File: src/rtl/sobel_pkg.sv
// Shared types and constants for the Sobel edge pipeline's SRAM write path.
package sobel_pkg;

  typedef enum logic [2:0] {
    IDLE,
    GRANT,
    WAIT_WORD,
    FLUSH,
    FLAG,
    DONE
  } wrReqState;

  localparam logic [31:0] DONE_FLAG_ADDR = 32'd4;
  localparam logic [31:0] DONE_FLAG_WORD = 32'd1;

  typedef struct packed {
    logic [31:0] addr;
    logic [31:0] data;
  } wr_entry_t;

endpackage

File: src/rtl/sram_write_ctrl_if.sv
// SRAM write port bundle: valid/ack request with address and data.
interface sram_write_ctrl_if #(
  parameter int ADDR_W = 32
);

  logic              sram_wr;
  logic [ADDR_W-1:0] sram_addr;
  logic [31:0]       sram_wdata;
  logic              sram_ack;

  modport master (
    output sram_wr,
    output sram_addr,
    output sram_wdata,
    input  sram_ack
  );

  modport slave (
    input  sram_wr,
    input  sram_addr,
    input  sram_wdata,
    output sram_ack
  );

endinterface

File: src/rtl/write_fifo.sv
// Power-of-two circular FIFO holding pending {addr, data} write requests.
module write_fifo #(
  parameter int DEPTH = 4,
  parameter int WIDTH = 64
) (
  input  logic                   clk,
  input  logic                   n_rst,
  input  logic                   push,
  input  logic                   pop,
  input  logic [WIDTH-1:0]       wdata,
  output logic [WIDTH-1:0]       rdata,
  output logic                   empty,
  output logic                   full,
  output logic [$clog2(DEPTH):0] count
);

  localparam int AW = $clog2(DEPTH);
  localparam int CW = AW + 1;

  logic [WIDTH-1:0] mem_q [DEPTH];
  logic [AW-1:0]    wr_ptr_q, wr_ptr_d;
  logic [AW-1:0]    rd_ptr_q, rd_ptr_d;
  logic [CW-1:0]    count_q, count_d;
  logic             do_push, do_pop;

  assign empty   = (count_q == '0);
  assign full    = (count_q == CW'(DEPTH));
  assign count   = count_q;
  assign rdata   = mem_q[rd_ptr_q];
  assign do_pop  = pop && !empty;
  // A pop in the same cycle frees the slot the push lands in.
  assign do_push = push && (!full || do_pop);

  always_comb begin
    wr_ptr_d = wr_ptr_q;
    rd_ptr_d = rd_ptr_q;
    count_d  = count_q;
    if (do_push) wr_ptr_d = wr_ptr_q + AW'(1);
    if (do_pop)  rd_ptr_d = rd_ptr_q + AW'(1);
    case ({do_push, do_pop})
      2'b10:   count_d = count_q + CW'(1);
      2'b01:   count_d = count_q - CW'(1);
      default: count_d = count_q;
    endcase
  end

  always_ff @(posedge clk or negedge n_rst) begin
    if (!n_rst) begin
      wr_ptr_q <= '0;
      rd_ptr_q <= '0;
      count_q  <= '0;
    end else begin
      wr_ptr_q <= wr_ptr_d;
      rd_ptr_q <= rd_ptr_d;
      count_q  <= count_d;
    end
  end

  always_ff @(posedge clk) begin
    if (do_push) mem_q[wr_ptr_q] <= wdata;
  end

endmodule

File: src/rtl/sram_write_ctrl.sv
// Pulls packed edge words from the output buffer, queues them and writes them to SRAM,
// finishing with the completion flag. Optional SRAM_WRITE_COUNT_EN adds write/overflow counters.
module sram_write_ctrl
  import sobel_pkg::*;
#(
  parameter int FIFO_DEPTH = 4,
  parameter int ADDR_W     = 32
) (
  input  logic                     clk,
  input  logic                     n_rst,
  input  logic                     out_full,
  input  logic                     out_empty,
  input  logic [31:0]              out_pixel,
  input  logic [ADDR_W-1:0]        write_addr,
  input  logic                     img_done,
  output logic                     write_out_enable,
  sram_write_ctrl_if.master        sram,
  output logic                     write_done
`ifdef SRAM_WRITE_COUNT_EN
  ,
  output logic [15:0]              words_written,
  output logic                     fifo_overflow_err
`endif
);

  localparam int EW = ADDR_W + 32;

  wrReqState                   state_q, state_d;
  logic                        push, pop;
  logic [EW-1:0]               push_data, head;
  logic                        fifo_empty, fifo_full;
  logic [$clog2(FIFO_DEPTH):0] fifo_count;

  logic                        wr_q, wr_d;
  logic [ADDR_W-1:0]           addr_q, addr_d;
  logic [31:0]                 data_q, data_d;
  logic                        wr_accepted;

  assign push_data   = {write_addr, out_pixel};
  assign wr_accepted = wr_q && sram.sram_ack;

  write_fifo #(
    .DEPTH (FIFO_DEPTH),
    .WIDTH (EW)
  ) u_fifo (
    .clk   (clk),
    .n_rst (n_rst),
    .push  (push),
    .pop   (pop),
    .wdata (push_data),
    .rdata (head),
    .empty (fifo_empty),
    .full  (fifo_full),
    .count (fifo_count)
  );

  always_ff @(posedge clk or negedge n_rst) begin
    if (!n_rst) state_q <= IDLE;
    else        state_q <= state_d;
  end

  always_comb begin
    state_d          = state_q;
    push             = 1'b0;
    write_out_enable = 1'b0;
    write_done       = 1'b0;
    case (state_q)
      IDLE: begin
        if (img_done)                    state_d = FLUSH;
        else if (out_full && !fifo_full) state_d = GRANT;
      end
      GRANT: begin
        write_out_enable = 1'b1;
        state_d          = WAIT_WORD;
      end
      WAIT_WORD: begin
        if (out_empty) begin
          push    = 1'b1;
          state_d = IDLE;
        end
      end
      // Flag goes out only once every image word has been acknowledged.
      FLUSH: begin
        if (fifo_count == '0 && !wr_q) begin
          push    = 1'b1;
          state_d = FLAG;
        end
      end
      FLAG: begin
        if (wr_accepted) state_d = DONE;
      end
      DONE: begin
        write_done = 1'b1;
      end
      default: state_d = IDLE;
    endcase
  end

  // Issue stage: a single outstanding write, refilled from the FIFO head once idle.
  assign pop = !wr_q && !fifo_empty;

  always_comb begin
    wr_d   = wr_q;
    addr_d = addr_q;
    data_d = data_q;
    if (pop) begin
      wr_d   = 1'b1;
      addr_d = head[EW-1:32];
      data_d = head[31:0];
    end else if (wr_accepted) begin
      wr_d   = 1'b0;
    end
  end

  always_ff @(posedge clk or negedge n_rst) begin
    if (!n_rst) begin
      wr_q   <= 1'b0;
      addr_q <= '0;
      data_q <= '0;
    end else begin
      wr_q   <= wr_d;
      addr_q <= addr_d;
      data_q <= data_d;
    end
  end

  assign sram.sram_wr    = wr_q;
  assign sram.sram_addr  = addr_q;
  assign sram.sram_wdata = data_q;

`ifdef SRAM_WRITE_COUNT_EN
  logic [15:0] words_q, words_d;
  logic        ovf_q, ovf_d;

  always_comb begin
    words_d = words_q;
    ovf_d   = ovf_q;
    if (wr_accepted && words_q != 16'hFFFF) words_d = words_q + 16'd1;
    if (push && fifo_full)                  ovf_d   = 1'b1;
  end

  always_ff @(posedge clk or negedge n_rst) begin
    if (!n_rst) begin
      words_q <= '0;
      ovf_q   <= 1'b0;
    end else begin
      words_q <= words_d;
      ovf_q   <= ovf_d;
    end
  end

  assign words_written     = words_q;
  assign fifo_overflow_err = ovf_q;
`endif

endmodule

File: src/flat_wrapper.sv
// flat-port wrapper written by rule: the top's interface ports become plain ports
module sram_write_ctrl_flat import sobel_pkg::*;
#(
  parameter int FIFO_DEPTH = 4,
  parameter int ADDR_W     = 32
)
  (clk, n_rst, out_full, out_empty, out_pixel, write_addr, img_done, write_out_enable, write_done, sram_sram_wr, sram_sram_addr, sram_sram_wdata, sram_sram_ack);
  sram_write_ctrl_if #(.ADDR_W(ADDR_W)) sram_i ();
  input  logic clk;
  input  logic n_rst;
  input  logic out_full;
  input  logic out_empty;
  input  logic [31:0] out_pixel;
  input  logic [ADDR_W-1:0] write_addr;
  input  logic img_done;
  output logic write_out_enable;
  output logic write_done;
  output wire logic [$bits(sram_i.sram_wr)-1:0] sram_sram_wr;
  output wire logic [$bits(sram_i.sram_addr)-1:0] sram_sram_addr;
  output wire logic [$bits(sram_i.sram_wdata)-1:0] sram_sram_wdata;
  input wire logic [$bits(sram_i.sram_ack)-1:0] sram_sram_ack;
  assign sram_sram_wr = sram_i.sram_wr;
  assign sram_sram_addr = sram_i.sram_addr;
  assign sram_sram_wdata = sram_i.sram_wdata;
  assign sram_i.sram_ack = sram_sram_ack;
  sram_write_ctrl #(.FIFO_DEPTH(FIFO_DEPTH), .ADDR_W(ADDR_W)) u_core (.clk(clk), .n_rst(n_rst), .out_full(out_full), .out_empty(out_empty), .out_pixel(out_pixel), .write_addr(write_addr), .img_done(img_done), .write_out_enable(write_out_enable), .sram(sram_i), .write_done(write_done));
endmodule
File: config.mk
export PLATFORM = sky130hd
export DESIGN_NAME = sram_write_ctrl_flat
export DESIGN_NICKNAME = d
export VERILOG_FILES = /design/src/rtl/sobel_pkg.sv /design/src/rtl/sram_write_ctrl_if.sv /design/src/rtl/write_fifo.sv /design/src/rtl/sram_write_ctrl.sv /design/src/flat_wrapper.sv
export SDC_FILE = /design/constraint.sdc
export NUM_CORES = 1
export LEC_CHECK = 0
export CORE_MARGIN = 10
export CORE_UTILIZATION = 25
export DETAILED_ROUTE_END_ITERATION = 12
export PLACE_DENSITY_LB_ADDON = 0.15
export SLEW_MARGIN = 10
export SYNTH_ARGS = -nofsm -noshare
export SYNTH_HDL_FRONTEND = slang
export SYNTH_SLANG_ARGS = --single-unit
File: constraint.sdc
create_clock -name clk -period 10.6 [get_ports clk]
set_input_delay 2.65 -clock clk [delete_from_list [all_inputs] [get_ports clk]]
set_output_delay 2.65 -clock clk [all_outputs]
set_load 0.01 [all_outputs]
==> results.py <==
metrics = {
    "sta": {
        "fin_skew_ns": 0.01330,
        "setup_tns_ns": 0,
        "setup_violations": 0,
        "period_minus_slack_ns": 4.648,
        "tightest_slew_ns": 1.086,
        "fmax_mhz": 215.1,
        "maxSlewHeadroom_pct": 27.60,
        "rsz0062_at_grt": "no",
        "hold_viol": 0,
        "fin_crit_sh_pct": 43.85,
        "report.final.slew_viol_count": 0,
    },
    "routing": {
        "drcViolationCount": 0,
        "ant_nets": 0,
        "drtIter0Drc": 259,
        "vias": 5734,
        "routedWlPerCell_um": 19.78,
        "viasPerCell": 4.090,
        "wirelength_mm": 27.73,
        "first_pass_iters": 5,
    },
    "outcome": {
        "status": "finished clean",
    },
    "clock_tree": {
        "tritoncts": "built",
        "clockRootBuffer": "clkbuf_16",
        "clkTransAtPathRegs_ns": 0.06,
        "cts_buffers": 39,
        "cts_sinks": 331,
        "clk_latency_ns": 0.54,
        "post_cts_buffers": 0,
        "holdBufCountCts": 0,
        "cts_buffer_depth": 3,
        "cts_resized": 0,
        "h-tree-depth": 2,
    },
    "grt": {
        "antenna_found_initial": 4,
        "track_usage_pct": 9.509,
        "grt_max_degree": 66,
        "grt_pass1_wl_mm": 42.08,
        "first_global_vias": 6563,
        "grt_overflow": 0,
    },
    "worst_setup_path": {
        "cpMostUsedCell": "xor2_1",
        "r2r_start": "u_core.u_fifo.count[0]$_DFFE_PN0P_",
        "crit_path_end_kind": "register",
        "critical_path_class": "input pin to register",
        "worstSetupStartpoint": "out_empty",
        "worstReg2RegEnd": "u_core.u_fifo.mem_q[3][15]$_DFFE_PP_",
        "rrSetupSlack_ns": 7.85,
        "cp-endpoint": "u_core.u_fifo.count[2]$_DFFE_PN0P_",
        "crit_path_max_fanout": 7,
        "path_cells": "clkdlybuf4s50_1 -> nand2b_1 -> a21boi_1 -> or2_1 -> ha_1 -> inv_1 -> fa_1 -> xor2_1 -> nor2_1 -> xor2_1",
        "arrival_ns": 5.11,
        "required_ns": 11.06,
        "crit_path_start_kind": "input pin",
        "max_stage_delay_ns": 0.58,
        "cp_slowest_cell": "a21boi_1",
        "rr_worst_depth": 4,
    },
    "synth": {
        "synthMostInstantiatedCell": "edfxtp_1",
        "synth.cells.most_frequent": "edfxtp_1 (256), dfrtp_1 (75), mux2_2 (64), mux4_2 (64), inv_1 (7)",
        "yosys.area.top_type": "edfxtp_1",
        "synthTopCellsByArea": "edfxtp_1 (62%), dfrtp_1 (15%), mux4_2 (12%)",
        "ys_async_sr_fraction_pct": 22.66,
        "ys_warn_count": 0,
        "yosysTopAreaCellShare_pct": 62.36,
        "synth_edf_count": 256,
        "synth.distinct_cells": 40,
        "syn_area_per_cell_um2": 22.66,
        "synth-seq-area-share_pct": 77.58,
        "synthFlopType": "edfxtp_1",
        "syn-num-nets": 620,
        "synth-seq-cells": 331,
        "netlist_area_mm2": 0.01233,
        "syn-instance-count": 544,
    },
    "floorplan": {
        "start_util_pct": 25.24,
        "io_pins": 137,
        "die_height_um": 242.1,
        "rows": 81,
        "dieArea_mm2": 0.05860,
        "die_w_um": 242.1,
        "core_mm2": 0.04885,
    },
    "run": {
        "maxCapViolations": 0,
    },
    "placed_design": {
        "port_buffers": 136,
        "gp_congestion": 0.7177,
        "place_hpwl_mm": 17.37,
        "placed_cell_area_mm2": 0.01447,
    },
    "final_layout": {
        "drive_gt1_share_pct": 27.72,
        "syn_to_final_growth_pct": 27.32,
        "stdcell_area_mm2": 0.01570,
        "nNetsFinal": 783,
        "fillers": 4732,
    },
    "pwr": {
        "ir_drop_mv": 0.1429,
        "p_leak_nw": 5.230,
        "power-per-cell-area_mw_per_mm2": 280.1,
    },
    "hold_path": {
        "min_path_type": "register to register",
    },
}
[through the flow]
step / setup WS, ns / hold slack (ns) / std cells / total power [mW] / utilization [%]
after detailed placement: 5.385 / 0.4974 / 1330 / 3.212 / 29.62
after floorplan: 2.356 / 0.5511 / 544 / 2.660 / -
final: 5.952 / 0.5048 / 1402 / 4.396 / 32.13
after global routing: 5.689 / 0.5229 / 1400 / 4.656 / 32.12
after global placement: 5.446 / 0.4968 / 1330 / 3.177 / 29.62
after CTS: 5.948 / 0.5116 / 1400 / 4.515 / 32.12
[worst min-delay path by stage]
stage                     cells after the start                                      to                                    from  slack [ns]
after floorplan                               1    u_core.sram.sram_addr[0]$_DFFE_PN0P_    u_core.sram.sram_addr[0]$_DFFE_PN0P_        0.55
after global placement                        1    u_core.sram.sram_addr[4]$_DFFE_PN0P_    u_core.sram.sram_addr[4]$_DFFE_PN0P_        0.50
after detailed placement                      1  u_core.sram.sram_wdata[10]$_DFFE_PN0P_  u_core.sram.sram_wdata[10]$_DFFE_PN0P_        0.50
after CTS                                     1    u_core.sram.sram_addr[7]$_DFFE_PN0P_    u_core.sram.sram_addr[7]$_DFFE_PN0P_        0.51
after global routing                          1  u_core.sram.sram_wdata[28]$_DFFE_PN0P_  u_core.sram.sram_wdata[28]$_DFFE_PN0P_        0.52
final                                         1    u_core.sram.sram_addr[7]$_DFFE_PN0P_    u_core.sram.sram_addr[7]$_DFFE_PN0P_        0.50
[state kept, by name (all words and copies together) (netlist names)]
register,flops
u_core.u_fifo.count,3
u_core.u_fifo.mem_q,256
u_core.sram.sram_wdata,32
u_core.sram.sram_addr,32
u_core.state_q,3
u_core.u_fifo.rd_ptr_q,2
u_core.u_fifo.wr_ptr_q,2
u_core.sram.sram_wr,1
[layout by cell type, fill, tap and decap left out, drive strengths merged, types with 2 or more instances in the layout]
master / instances
mux2: 64
xor2: 4
nor2b: 3
mux4: 64
o211ai: 3
inv: 11
ha: 5
nor3b: 5
buf: 10
o21ai: 2
a21oi: 2
nor3: 3
nand4: 2
edfxtp: 256
clkdlybuf4s50: 135
or4: 2
nor2: 3
clkinv: 11
diode: 2
bufinv: 3
dfrtp: 75
clkbuf: 52
nand2: 3
nand2b: 2
[cells by family (layout without fill, tap and decap cells)]
group                      count (synthesis)  in the layout  share of synthesized area (%)
DFF                                      331            331                          77.58
other                                      0              2                              0
AOI/OAI and AO/OA                         13             13                         0.7309
buffers and inverters                     30            222                          1.431
xor gates and xnor gates                   5              5                         0.3552
adders and majority gates                  6              6                         0.6699
and+or+nand+nor                           30             30                          1.614
muxes                                    129            129                          17.62
[where the power goes]
| group | leakage (nW) | internal, mW | switching, mW |
|---|---|---|---|
| registers | 3.20 | 1.72 | 0.201 |
| clock network | 0.604 | 0.768 | 0.500 |
| logic | 1.43 | 0.693 | 0.518 |
[metal layers]
metal / vias up / track usage, % / routed length [µm]
met5: - / 0 / 30
met4: 4 / 3.902 / 718
met3: 48 / 2.524 / 1234
met2: 123 / 16.99 / 14470
met1: 3010 / 10.53 / 11280
li1: 2549 / - / -
[final cells by class]
cell class                      instances  area (µm²)  share of cell area [%]
Sequential cell                       331        9572                   60.98
Multi-Input combinational cell        183        2615                   16.66
Timing Repair Buffer                  145        1426                   9.087
Clock buffer                           52        1045                   6.656
Tap cell                              664       830.8                   5.293
Clock inverter                         18       176.4                   1.124
Inverter                                7       26.28                  0.1674
Antenna cell                            2       5.005                 0.03189
[worst max-delay path: cells and delay by family]
kind                     cells  cell delay, ns
AND/OR/NAND/NOR              3            0.46
adder cells (fa/ha/maj)      2            0.62
buffers and inverters        2            0.48
XOR/XNOR                     2            0.31
AO/OA/AOI/OAI                1            0.58
(Power assumes the default switching activity.)
==> patch: new RTL, same settings <==
Re-encode `wrReqState` (6 states) as one-hot, 6 bits wide.
--- a/src/rtl/sobel_pkg.sv
+++ b/src/rtl/sobel_pkg.sv
@@ -2,11 +2,11 @@
 package sobel_pkg;
 
-  typedef enum logic [2:0] {
-    IDLE,
-    GRANT,
-    WAIT_WORD,
-    FLUSH,
-    FLAG,
-    DONE
+  typedef enum logic [5:0] {
+    IDLE      = 6'b000001,
+    GRANT     = 6'b000010,
+    WAIT_WORD = 6'b000100,
+    FLUSH     = 6'b001000,
+    FLAG      = 6'b010000,
+    DONE      = 6'b100000
   } wrReqState;
 
Formal check against the unedited RTL: no difference found for any inputs over 4 cycles, from zero or initial values and one cycle with n_rst low; so few cycles prove little.
==> patch against the original RTL <==
Total power is 3.1% lower. Setup slack worse by 0.39 ns. Routed wire length is 5.1% higher. Sequential cell count is 3 higher. Sequential share of layout area is 0.39 points lower. Cell area is 1.5% higher. Area after synthesis is 1.8% higher. Largest power group unchanged. Highest routed layer is now met4.
==> patch: results (changes against the original RTL) <==
Mapped Nets=650 (+4.8%); R2R setup slack=7.31 ns (-0.54 ns); cts repair resizes=0 (unchanged); status=finished clean; xor/xnor share of the synthesized area=0.00209 (-0.00146); Worst Skew=0.0169 ns (+0.00363 ns); Crit path largest cell delay=0.81 ns (+0.23 ns); pwr dens=267 nW/um^2 (-4.5%); Seq/Total Area, Yosys=0.768 (-0.00738); starting DRC count in detailed routing=367 (+42%); max_slew headroom=0.276 (about the same); WL met3=1.41 mm (+14%); EDFF count, synth=256 (unchanged); Root Buffer=clkbuf_16; Compound-Gate Fraction of Synth Area=0.0134 (+0.00606); Async S/R FF share, synth=0.234 (+0.00695); WP data arrival=5.20 ns (+0.09 ns); dpl cells=1365 (+2.6%); final-stage net count=808 (+3.2%); layout cells sized above 1=0.267 (-0.00981); critical hold path startpoint=u_core.sram.sram_wdata[24]; Mapped Cells=575 (+5.7%); DP Wirelength=17.4 mm (about the same); Synth area leaders=edfxtp_1 61%, dfrtp_1 15%, mux4_2 11%; post-layout worst setup margin=5.56 ns (-0.391 ns); mux contribution to synthesized area=0.174 (-0.00226); Vias/cell=4.22 (+3.1%); worst r2r path cells=6 (+2); Yosys cell types=48 (+20%); ant diodes=0 (-2); worst-skew pair later-pin latency=0.55 ns; top post-synthesis cells by count=256 x edfxtp_1, 77 x dfrtp_1, 64 x mux2_2, 64 x mux4_2; FILL cells=4847 (+2.4%); Num CTS Buffers=38 (-2.6%); M1 WL=12.7 mm (+13%); antenna violations before repair=0 (-4); CP Capture Point=u_core.u_fifo.mem_q[3][49]; H-tree depth=2 (unchanged); Hold Slack=0.506 ns (+0.00166 ns); hold path depth=1 (unchanged); first-pass GRT wire length=44.1 mm (+4.9%); met2 routed WL=14.4 mm (-0.67%); Non-Filler Instances=1435 (+2.4%); adder-cell share of the synthesized area=0.00558 (-0.00111); worst-path maximum fanout=64 (+57); placed cell areas=14700 sq um (+1.7%); input/output buffers=136 (unchanged); Setup WS pre-CTS=4.99 ns (-0.392 ns); Leak=5.27 nW (+0.85%); worst r2r src=u_core.state_q[5]; vias in the first global route=6842 (+4.3%); Worst Hold End=u_core.sram.sram_wdata[24]; Max VDD drop=0.000105 V (-27%); uppermost layer routed=met4; max FFs per register=256 (unchanged); Worst path slowest cell=buf_4; GP Congestion=0.711 (-0.93%); Total GRT Usage=0.0974 (+0.00231); Post-Route WL=29.1 mm (+5.1%)
patch: metal layers:
layer / track usage / vias up
met1: 0.122 / 3195
met3: 0.0274 / 49
met4: 0.0301 / 0
met2: 0.161 / 157
li1: - / 2651
met5: 0 / -
patch: worst max-delay path, delay by kind of cell:
kind	cells	cell delay, ns
buf+inv	3	1.52
simple gates	3	0.83
compound gates	1	0.15
patch: cell type report:
class,count,share of cell area
sequential,334,0.606
multi-input combinational,210,0.175
timing repair buffer,144,0.0891
clock buffer,54,0.0674
tap,672,0.0528
clock inverter,16,0.00888
inverter,5,0.00118
patch: where the power goes:
group	switching, mW	leakage [nW]	internal (mW)
Clock	0.512	0.597	0.758
Combinational	0.470	1.45	0.703
Sequential	0.211	3.22	1.60
